[src/rtl/mem_wb_stage_pkg.sv]
// mem_wb_stage_pkg
//   Shared definitions for the MEM/WB boundary of the 16-bit pipeline:
//   default widths, the memory-wait timeout and the control FSM state type.
package mem_wb_stage_pkg;

  localparam int DATA_W_DEF      = 16;
  localparam int REG_SEL_W_DEF   = 3;
  localparam int MEM_TIMEOUT_DEF = 32;

  typedef enum logic [1:0] {
    ST_IDLE     = 2'b00,
    ST_WAIT_MEM = 2'b01,
    ST_HALTED   = 2'b10
  } state_e;

endpackage

[src/rtl/mem_wb_ctrl.sv]
// mem_wb_ctrl
//   Control FSM for the MEM/WB stage: decides when the writeback registers
//   capture, holds the pipeline while a data-memory access is outstanding
//   and detects a memory access that never completes.
//
//   state    | meaning
//   IDLE     | accepting instructions from the MEM stage
//   WAIT_MEM | data-memory access outstanding, pipeline frozen
//   HALTED   | HALT retired, all inputs ignored until reset
//
// Ports:
//   clk, rst   clock, synchronous active-low reset
//   valid_in   MEM stage holds a real instruction
//   mem_acc    instruction performs a data-memory access
//   mem_done   data memory Done
//   halt_in    instruction is HALT
//   stall      combinational freeze of the upstream stages
//   capture    writeback registers load on this edge
//   timeout    access abandoned on this edge, error must be raised
module mem_wb_ctrl
  import mem_wb_stage_pkg::*;
#(
  parameter int MEM_TIMEOUT = MEM_TIMEOUT_DEF
) (
  input  logic clk,
  input  logic rst,
  input  logic valid_in,
  input  logic mem_acc,
  input  logic mem_done,
  input  logic halt_in,
  output logic stall,
  output logic capture,
  output logic timeout
);

  localparam int              CNT_W    = $clog2(MEM_TIMEOUT) + 1;
  localparam logic [CNT_W-1:0] CNT_LAST = CNT_W'(MEM_TIMEOUT - 1);

  state_e           state_q, state_d;
  logic [CNT_W-1:0] cnt_q, cnt_d;

  always_comb begin
    state_d = state_q;
    cnt_d   = cnt_q;
    stall   = 1'b0;
    capture = 1'b0;
    timeout = 1'b0;
    unique case (state_q)
      ST_IDLE: begin
        if (valid_in) begin
          if (mem_acc && !mem_done) begin
            // The entry cycle already counts as one cycle of waiting.
            stall   = 1'b1;
            state_d = ST_WAIT_MEM;
            cnt_d   = CNT_W'(1);
          end else begin
            capture = 1'b1;
            if (halt_in) state_d = ST_HALTED;
          end
        end
      end
      ST_WAIT_MEM: begin
        // Done takes priority over the timeout threshold.
        if (mem_done) begin
          capture = 1'b1;
          cnt_d   = '0;
          state_d = halt_in ? ST_HALTED : ST_IDLE;
        end else if (cnt_q == CNT_LAST) begin
          timeout = 1'b1;
          cnt_d   = '0;
          state_d = ST_IDLE;
        end else begin
          stall = 1'b1;
          cnt_d = cnt_q + CNT_W'(1);
        end
      end
      ST_HALTED: begin
        state_d = ST_HALTED;
      end
      default: begin
        state_d = ST_IDLE;
        cnt_d   = '0;
      end
    endcase
  end

  always_ff @(posedge clk) begin
    if (!rst) begin
      state_q <= ST_IDLE;
      cnt_q   <= '0;
    end else begin
      state_q <= state_d;
      cnt_q   <= cnt_d;
    end
  end

endmodule

[src/rtl/mem_wb_stage.sv]
// mem_wb_stage
//   MEM/WB pipeline boundary. Selects the writeback value, registers it with
//   the destination register and write enable, and freezes the front of the
//   pipeline while a multi-cycle data-memory access is outstanding.
//   Sticky halt and memory-error flags are kept here.
//
// Ports:
//   clk, rst                    clock, synchronous active-low reset
//   valid_in                    MEM stage holds a real instruction
//   aluOutput, readData         ALU result / memory read data
//   memRead, memWrite           load / store
//   memDone, memErr             data memory Done / err
//   memToReg, regWriteEn        writeback select / register write enable
//   writeRegSel, halt_in        destination register / HALT
//   stall_out                   freeze IF/ID/EX/MEM
//   wb_valid, wb_data,
//   wb_regSel, wb_regWrite      registered writeback entry
//   halt_out, err_out           sticky halt / sticky memory error
//
// Optional build macro MEM_WB_STALL_STATS_EN adds saturating 16-bit counters
//   stall_cycles (cycles with stall_out high) and mem_ops (completed accesses).
module mem_wb_stage
  import mem_wb_stage_pkg::*;
#(
  parameter int DATA_W      = DATA_W_DEF,
  parameter int REG_SEL_W   = REG_SEL_W_DEF,
  parameter int MEM_TIMEOUT = MEM_TIMEOUT_DEF
) (
  input  logic                 clk,
  input  logic                 rst,
  input  logic                 valid_in,
  input  logic [DATA_W-1:0]    aluOutput,
  input  logic [DATA_W-1:0]    readData,
  input  logic                 memRead,
  input  logic                 memWrite,
  input  logic                 memDone,
  input  logic                 memErr,
  input  logic                 memToReg,
  input  logic                 regWriteEn,
  input  logic [REG_SEL_W-1:0] writeRegSel,
  input  logic                 halt_in,
  output logic                 stall_out,
  output logic                 wb_valid,
  output logic [DATA_W-1:0]    wb_data,
  output logic [REG_SEL_W-1:0] wb_regSel,
  output logic                 wb_regWrite,
  output logic                 halt_out,
  output logic                 err_out
`ifdef MEM_WB_STALL_STATS_EN
  ,
  output logic [15:0]          stall_cycles,
  output logic [15:0]          mem_ops
`endif
);

  logic mem_acc, capture, timeout, ctrl_stall;

  logic                 wb_valid_q, wb_valid_d;
  logic [DATA_W-1:0]    wb_data_q, wb_data_d;
  logic [REG_SEL_W-1:0] wb_sel_q, wb_sel_d;
  logic                 regwe_q, regwe_d;
  logic                 halt_q, halt_d;
  logic                 err_q, err_d;

  assign mem_acc = valid_in & (memRead | memWrite);

  mem_wb_ctrl #(
    .MEM_TIMEOUT (MEM_TIMEOUT)
  ) u_ctrl (
    .clk      (clk),
    .rst      (rst),
    .valid_in (valid_in),
    .mem_acc  (mem_acc),
    .mem_done (memDone),
    .halt_in  (halt_in),
    .stall    (ctrl_stall),
    .capture  (capture),
    .timeout  (timeout)
  );

  always_comb begin
    wb_valid_d = capture;
    wb_data_d  = wb_data_q;
    wb_sel_d   = wb_sel_q;
    regwe_d    = regwe_q;
    halt_d     = halt_q;
    if (capture) begin
      wb_data_d = memToReg ? readData : aluOutput;
      wb_sel_d  = writeRegSel;
      regwe_d   = regWriteEn;
      halt_d    = halt_q | halt_in;
    end
    // Once halted the inputs are ignored, including a stray memErr.
    err_d = err_q | timeout | (memErr & mem_acc & ~halt_q);
  end

  always_ff @(posedge clk) begin
    if (!rst) begin
      wb_valid_q <= 1'b0;
      wb_data_q  <= '0;
      wb_sel_q   <= '0;
      regwe_q    <= 1'b0;
      halt_q     <= 1'b0;
      err_q      <= 1'b0;
    end else begin
      wb_valid_q <= wb_valid_d;
      wb_data_q  <= wb_data_d;
      wb_sel_q   <= wb_sel_d;
      regwe_q    <= regwe_d;
      halt_q     <= halt_d;
      err_q      <= err_d;
    end
  end

  // While reset is held the outstanding access is abandoned, so the
  // upstream stages must not stay frozen.
  assign stall_out   = ctrl_stall & rst;
  assign wb_valid    = wb_valid_q;
  assign wb_data     = wb_data_q;
  assign wb_regSel   = wb_sel_q;
  assign wb_regWrite = wb_valid_q & regwe_q;
  assign halt_out    = halt_q;
  assign err_out     = err_q;

`ifdef MEM_WB_STALL_STATS_EN
  logic [15:0] stall_cnt_q, stall_cnt_d;
  logic [15:0] ops_cnt_q, ops_cnt_d;

  always_comb begin
    stall_cnt_d = stall_cnt_q;
    ops_cnt_d   = ops_cnt_q;
    if (stall_out && stall_cnt_q != 16'hFFFF) stall_cnt_d = stall_cnt_q + 16'd1;
    if (capture && mem_acc && ops_cnt_q != 16'hFFFF) ops_cnt_d = ops_cnt_q + 16'd1;
  end

  always_ff @(posedge clk) begin
    if (!rst) begin
      stall_cnt_q <= '0;
      ops_cnt_q   <= '0;
    end else begin
      stall_cnt_q <= stall_cnt_d;
      ops_cnt_q   <= ops_cnt_d;
    end
  end

  assign stall_cycles = stall_cnt_q;
  assign mem_ops      = ops_cnt_q;
`endif

endmodule

[config.mk]
export PLATFORM = sky130hd
export DESIGN_NAME = mem_wb_stage
export DESIGN_NICKNAME = d
export VERILOG_FILES = /design/src/rtl/mem_wb_stage_pkg.sv /design/src/rtl/mem_wb_ctrl.sv /design/src/rtl/mem_wb_stage.sv
export SDC_FILE = /design/constraint.sdc
export NUM_CORES = 1
export LEC_CHECK = 0
export BUFFER_PORTS_ARGS = -buffer_cell sky130_fd_sc_hd__clkbuf_2
export CAP_MARGIN = 5
export CORE_ASPECT_RATIO = 0.5
export CORE_MARGIN = 8
export CORE_UTILIZATION = 40
export CTS_BUF_LIST = sky130_fd_sc_hd__clkbuf_4 sky130_fd_sc_hd__clkbuf_8
export DETAILED_ROUTE_END_ITERATION = 10
export GPL_TIMING_DRIVEN = 0
export HOLD_SLACK_MARGIN = 0.15
export PLACE_DENSITY = 0.71
export REMOVE_ABC_BUFFERS = 1
export SYNTH_ARGS = -nofsm -noshare
export SYNTH_HDL_FRONTEND = slang
export SYNTH_SLANG_ARGS = --single-unit
[constraint.sdc]
create_clock -name clk -period 2.2 [get_ports clk]
set_clock_uncertainty 0.05 [all_clocks]
set_input_delay 0.44 -clock clk [delete_from_list [all_inputs] [get_ports clk]]
set_output_delay 0.44 -clock clk [all_outputs]
set_load 0.03 [all_outputs]
# Word level (Yosys, flattened, before mapping)
# Index checks and enable logic that the tools add are counted.
word_totals:
  regBits: 31
  input_bits: 45
  out_inout_bits: 24
  wordCells: 57
classes:
  addsub: 1
  eq_ne: 7
  mux: 25
  bitwise: 11
  n_reduce_logical: 5
op_table:
  columns: ["op", "count"]
  rows:
  - ["two-way mux 6 bit", 4]
  - ["case mux 6 bit (3 select lines)", 1]
  - ["two-way mux 16 bit", 1]
  - ["two-way mux 2 bit", 6]
  - ["two-way mux 1 bit", 10]
  - ["adder 6 x 1 -> 6 bit, second input constant", 1]
  - ["equality test 6 x 5 -> 1 bit, second input constant", 1]
  - ["inequality test 3 x 2 -> 1 bit, second input constant", 2]
  - ["case mux 2 bit (3 select lines)", 1]
  - ["AND reduction 3 bit", 2]
  - ["AND 1 bit", 5]
  - ["OR 1 bit", 4]
  - ["case mux 1 bit (2 select lines)", 2]
  - ["equality test 2 x 1 -> 1 bit, second input constant", 1]
  - ["equality test 2 bit, second input constant", 1]
  - ["logical NOT 2 bit", 1]
  - ["inequality test 2 x 1 -> 1 bit, second input constant", 1]
  - ["inequality test 2 bit, second input constant", 1]
  - ["NOT 1 bit", 2]
  - ["logical AND 1 bit", 1]
  - ["logical NOT 1 bit", 1]

# Longest topological paths before layout
logic_depth:
  depth_word: 7
  depth_mapped: 6
  mapped_depth_nobuf: 5

# By module
# From an unflattened synthesis, not the netlist that was laid out.
unflattened:
  cells_unflattened: 147
  hier_area_um2: 1427.6
by_module_without_submodules:
  columns: ["mod", "instances", "cells_per_inst", "area_per_inst_um2", "seq_area_each_um2"]
  rows:
  - ["mem_wb_stage", 1, 96, 969.7, 460.4]
  - ["mem_wb_ctrl", 1, 51, 457.9, 160.2]

# Worst setup path before layout
# OpenSTA, ideal clock, no wires.
synth_timing:
  path_kind: "input-to-output"
  startpoint: "input port memWrite"
  endpoint: "output port stall_out"
  arrival_time_ns: 1.561
  required_ns: 1.710
  path_slack_ns: 0.149
  cell_stages: 3
  n_path_buf: 0
  path_cell_list: "o21ai_0 o31a_2 nor3_1"
synth_between:
  elab_chain_len: 7
synth_lines:
  columns: ["element", "line_no", "source"]
  rows:
  - ["start: declaration", "mem_wb_stage.sv:35", "input logic memWrite,"]
  - ["OR 1 bit", "mem_wb_stage.sv:65", "assign mem_acc = valid_in & (memRead | memWrite);"]
  - ["AND 1 bit", "mem_wb_stage.sv:65", null]
  - ["logical AND 1 bit", "mem_wb_ctrl.sv:51", "if (mem_acc && !mem_done) begin"]
  - ["two-way mux 1 bit", "mem_wb_ctrl.sv:51", null]
  - ["two-way mux 1 bit", "mem_wb_ctrl.sv:50", "if (valid_in) begin"]
  - ["case mux 1 bit (2 select lines)", "mem_wb_ctrl.sv:48", "unique case (state_q)"]
  - ["AND 1 bit", "mem_wb_stage.sv:117", "assign stall_out = ctrl_stall & rst;"]
  - ["end: declaration", "mem_wb_stage.sv:42", "output logic stall_out,"]
# Every way passes these cells.

# Worst setup path in the final report
layout_timing:
  startpoint: "register u_ctrl.cnt_q[0]"
  endpoint: "output port stall_out"
layout_between:
  elab_chain_len: 5
layout_lines:
  columns: ["element", "line_no", "source"]
  rows:
  - ["start: declaration", "mem_wb_ctrl.sv:40", "logic [CNT_W-1:0] cnt_q, cnt_d;"]
  - ["start signal: assignment", "mem_wb_ctrl.sv:93", "cnt_q <= cnt_d;"]
  - ["equality test 6 x 5 -> 1 bit", "mem_wb_ctrl.sv:68", "end else if (cnt_q == CNT_LAST) begin"]
  - ["two-way mux 1 bit", "mem_wb_ctrl.sv:68", null]
  - ["two-way mux 1 bit", "mem_wb_ctrl.sv:64", "if (mem_done) begin"]
  - ["case mux 1 bit (2 select lines)", "mem_wb_ctrl.sv:48", null]
  - ["AND 1 bit", "mem_wb_stage.sv:117", null]
# Every way passes these cells.

==> flow_summary.ini <==
[global_routing]
grt_usage_pct = 12.6
grt_overflow = 0
grt_pass1_vias = 1280
antenna_found_initial = 0
grt_pass1_wl_mm = 5.78
grt_start_max_net_pins = 39

[setup_path]
start_kind = flip-flop
r2r_cells = 4
r2r_slack_ps = 370
cp-end-kind = output pin
crit_fanout = 4
required_ps = 1710
startpoint = u_ctrl.cnt_q[0]$_SDFFE_PN0P_
crit_type = flip-flop to output pin
r2r-start = u_ctrl.state_q[0]$_SDFFE_PN0P_
crit_arrival_ps = 1600
r2r_end = wb_regSel[0]$_SDFFE_PN0P_

[power]
seq_power_share_pct = 42.0
cellLeakagePower_uw = 0.000855
power.internal_uw = 1080
powerDensity_mw_per_mm2 = 793
peakVddDrop_mv = 0.295
combPwrFrac_pct = 19.1
sw_frac_of_total_pct = 28.0
p_sw_uw = 419
power_frac_clock_pct = 38.8

[die]
start_util_pct = 41.1
dieArea_mm2 = 0.00573
rows = 15
core_region_area_mm2 = 0.00338
die_h_um = 57.7
ioPinCount = 69
die_width_um = 99.3

[min_path]
hp-class = input port to flip-flop
hold_end = wb_regSel[1]$_SDFFE_PN0P_
hold_path_depth = 3
min-delay-start = writeRegSel[1]

[synth]
ys_seq_area_share_pct = 44.7
ys.warnings.count = 0
syn_area_per_cell_um2 = 9.32
ys_types = 31
synth-seq-cells = 31
postSynthCellCount = 149
syn_area_mm2 = 0.00139
synth.top_cell.area_share_pct = 44.7
netlist.top_cell.by_area = dfxtp_1
yosys-top-cells-area = dfxtp_1 45%, mux2i_1 14%, a211oi_1 8.6%

[timing]
worst_slew_pin_slew_ps = 927
layout_worst_path_cycle_share_pct = 95.1
fin_crit_ps = 2090
hold_viol = 0
tns_ps = 0
max_freq_mhz = 478
worst_slack_ps = 109
drv_slew = 0
max_slew_margin_pct = 38.1
setup_viol = 0

[finish]
num_antenna_cells = 0
utilization_pct = 55.9
final_cell_mix = 67 x clkbuf_2, 29 x dfxtp_1, 24 x nor2_1
nets = 263
drive_gt1_share_pct = 39.9
final_common_cell = clkbuf_2
multi_input_area_um2 = 724
synthToLayoutAreaGrowth_pct = 35.9
seq_area_um2 = 623
fill_cells = 312

[detailed_routing]
drt-initial-drc-count = 54
ant_nets = 0
wl_per_cell_um = 14.4
routed_wl_mm = 3.75
drtPass1Iterations = 6
vias = 1327
routed_via_density = 5.10
drc = 0

[run_status]
status = finished, final reports clean

[placed_design]
place.gp.congestion = 0.772
port_buffers = 68
place_ws_ps = 107
place_hpwl_mm = 2.69

[clocking]
clock_sinks = 31
cts.htree.levels = 2
cts_max_path_buffers = 2
clkTransAtPathRegs_ps = 60
cts_buffers = 5
cts_tree = built
insertion_delay_ps = 280
holdBufCountCts = 0
root_buffer = clkbuf_8

[run]
drv_cap = 0
==> layout make-up <==
cell class,count,share of cell area (%)
clock buffer,6,4.38
multi-input combinational,106,38.4
sequential,31,33.0
inverter,3,0.597
clock inverter,2,1.86
tap,42,2.79
timing repair buffer,70,19.0
==> cells in the mapped netlist <==
library cell,n
a211oi_1,16
a21oi_1,4
a22oi_1,1
a31o_2,1
a31oi_1,3
and2_1,2
buf_2,6
buf_4,1
clkbuf_1,2
dfxtp_1,31
ha_1,1
inv_1,3
mux2i_1,20
nand2_1,5
nand3_1,4
nand4_1,1
nor2_1,24
nor3_1,7
nor3b_1,1
nor3b_4,1
o211ai_1,2
o21a_1,1
o21ai_0,2
o21ai_2,1
o221a_2,1
o31a_1,1
o31a_2,1
or3_1,3
or3b_1,1
or4_1,1
or4_2,1
==> power by group through the flow <==
stage | clock, µW | sequential [µW] | combinational [µW]
after floorplan | 0 | 709 | 106
final | 581 | 629 | 286
after global routing | 623 | 634 | 313
after global placement | 0 | 638 | 279
after CTS | 593 | 627 | 288
after detailed placement | 0 | 639 | 286
==> flip-flops by register name, indices dropped and copies added (netlist names) <==
register / flops
u_ctrl.state_q: 2
wb_regSel: 3
wb_data: 16
regwe_q: 1
u_ctrl.cnt_q: 6
err_out: 1
halt_out: 1
wb_valid: 1
==> cell families (layout without fill, tap and decap cells) <==
group | Yosys count | in the layout | share of synthesized area (%)
buffers and inverters | 12 | 81 | 4.05
muxes | 20 | 20 | 14.4
and+or+nand+nor | 51 | 51 | 18.2
adders and majority gates | 1 | 1 | 0.901
DFF | 31 | 31 | 44.7
AOI/OAI and AO/OA | 34 | 34 | 17.7
==> how the worst max path moves through the flow <==
| stage | endpoint | slack (ps) | cells after the start |
|---|---|---|---|
| after floorplan | stall_out | 150 | 3 |
| after global placement | stall_out | 120 | 4 |
| after detailed placement | stall_out | 110 | 4 |
| after CTS | stall_out | 1 | 6 |
| after global routing | stall_out | -10 | 6 |
| final | stall_out | 110 | 6 |
==> per-stage QoR <==
stage / power, µW / hold slack, ps / std cells / area [µm²]
3_5_place_dp: 925 / 435 / 250 / 1740
4_1_cts: 1510 / 348 / 259 / 1860
2_1_floorplan: 814 / 402 / 140 / 1340
5_1_grt: 1570 / 346 / 260 / 1890
3_3_place_gp: 917 / 410 / 250 / 1740
6_report: 1500 / 348 / 260 / 1890
==> per-layer routing <==
layer	up-vias	global-route usage [%]	wire [µm]
met1	602	11.4	1380
met5	-	0	0
li1	690	-	-
met3	7	4.42	176
met2	28	25.0	2130
met4	0	5.97	59
==> what timing repair did <==
action                     in CTS  in global routing
buffers inserted                1                  1
setup endpoints to repair       1                  1
resized for setup               1                  5
pin swaps                       0                  1
==> critical path: stages, from the launching register on <==
cell and delay, ps:
dfxtp_2 390, ha_4 160, nand4_1 130, o21ai_2 210, o31a_2 180, nor3_1 50
buf_4 210
Power figures use the tool's default switching activity.
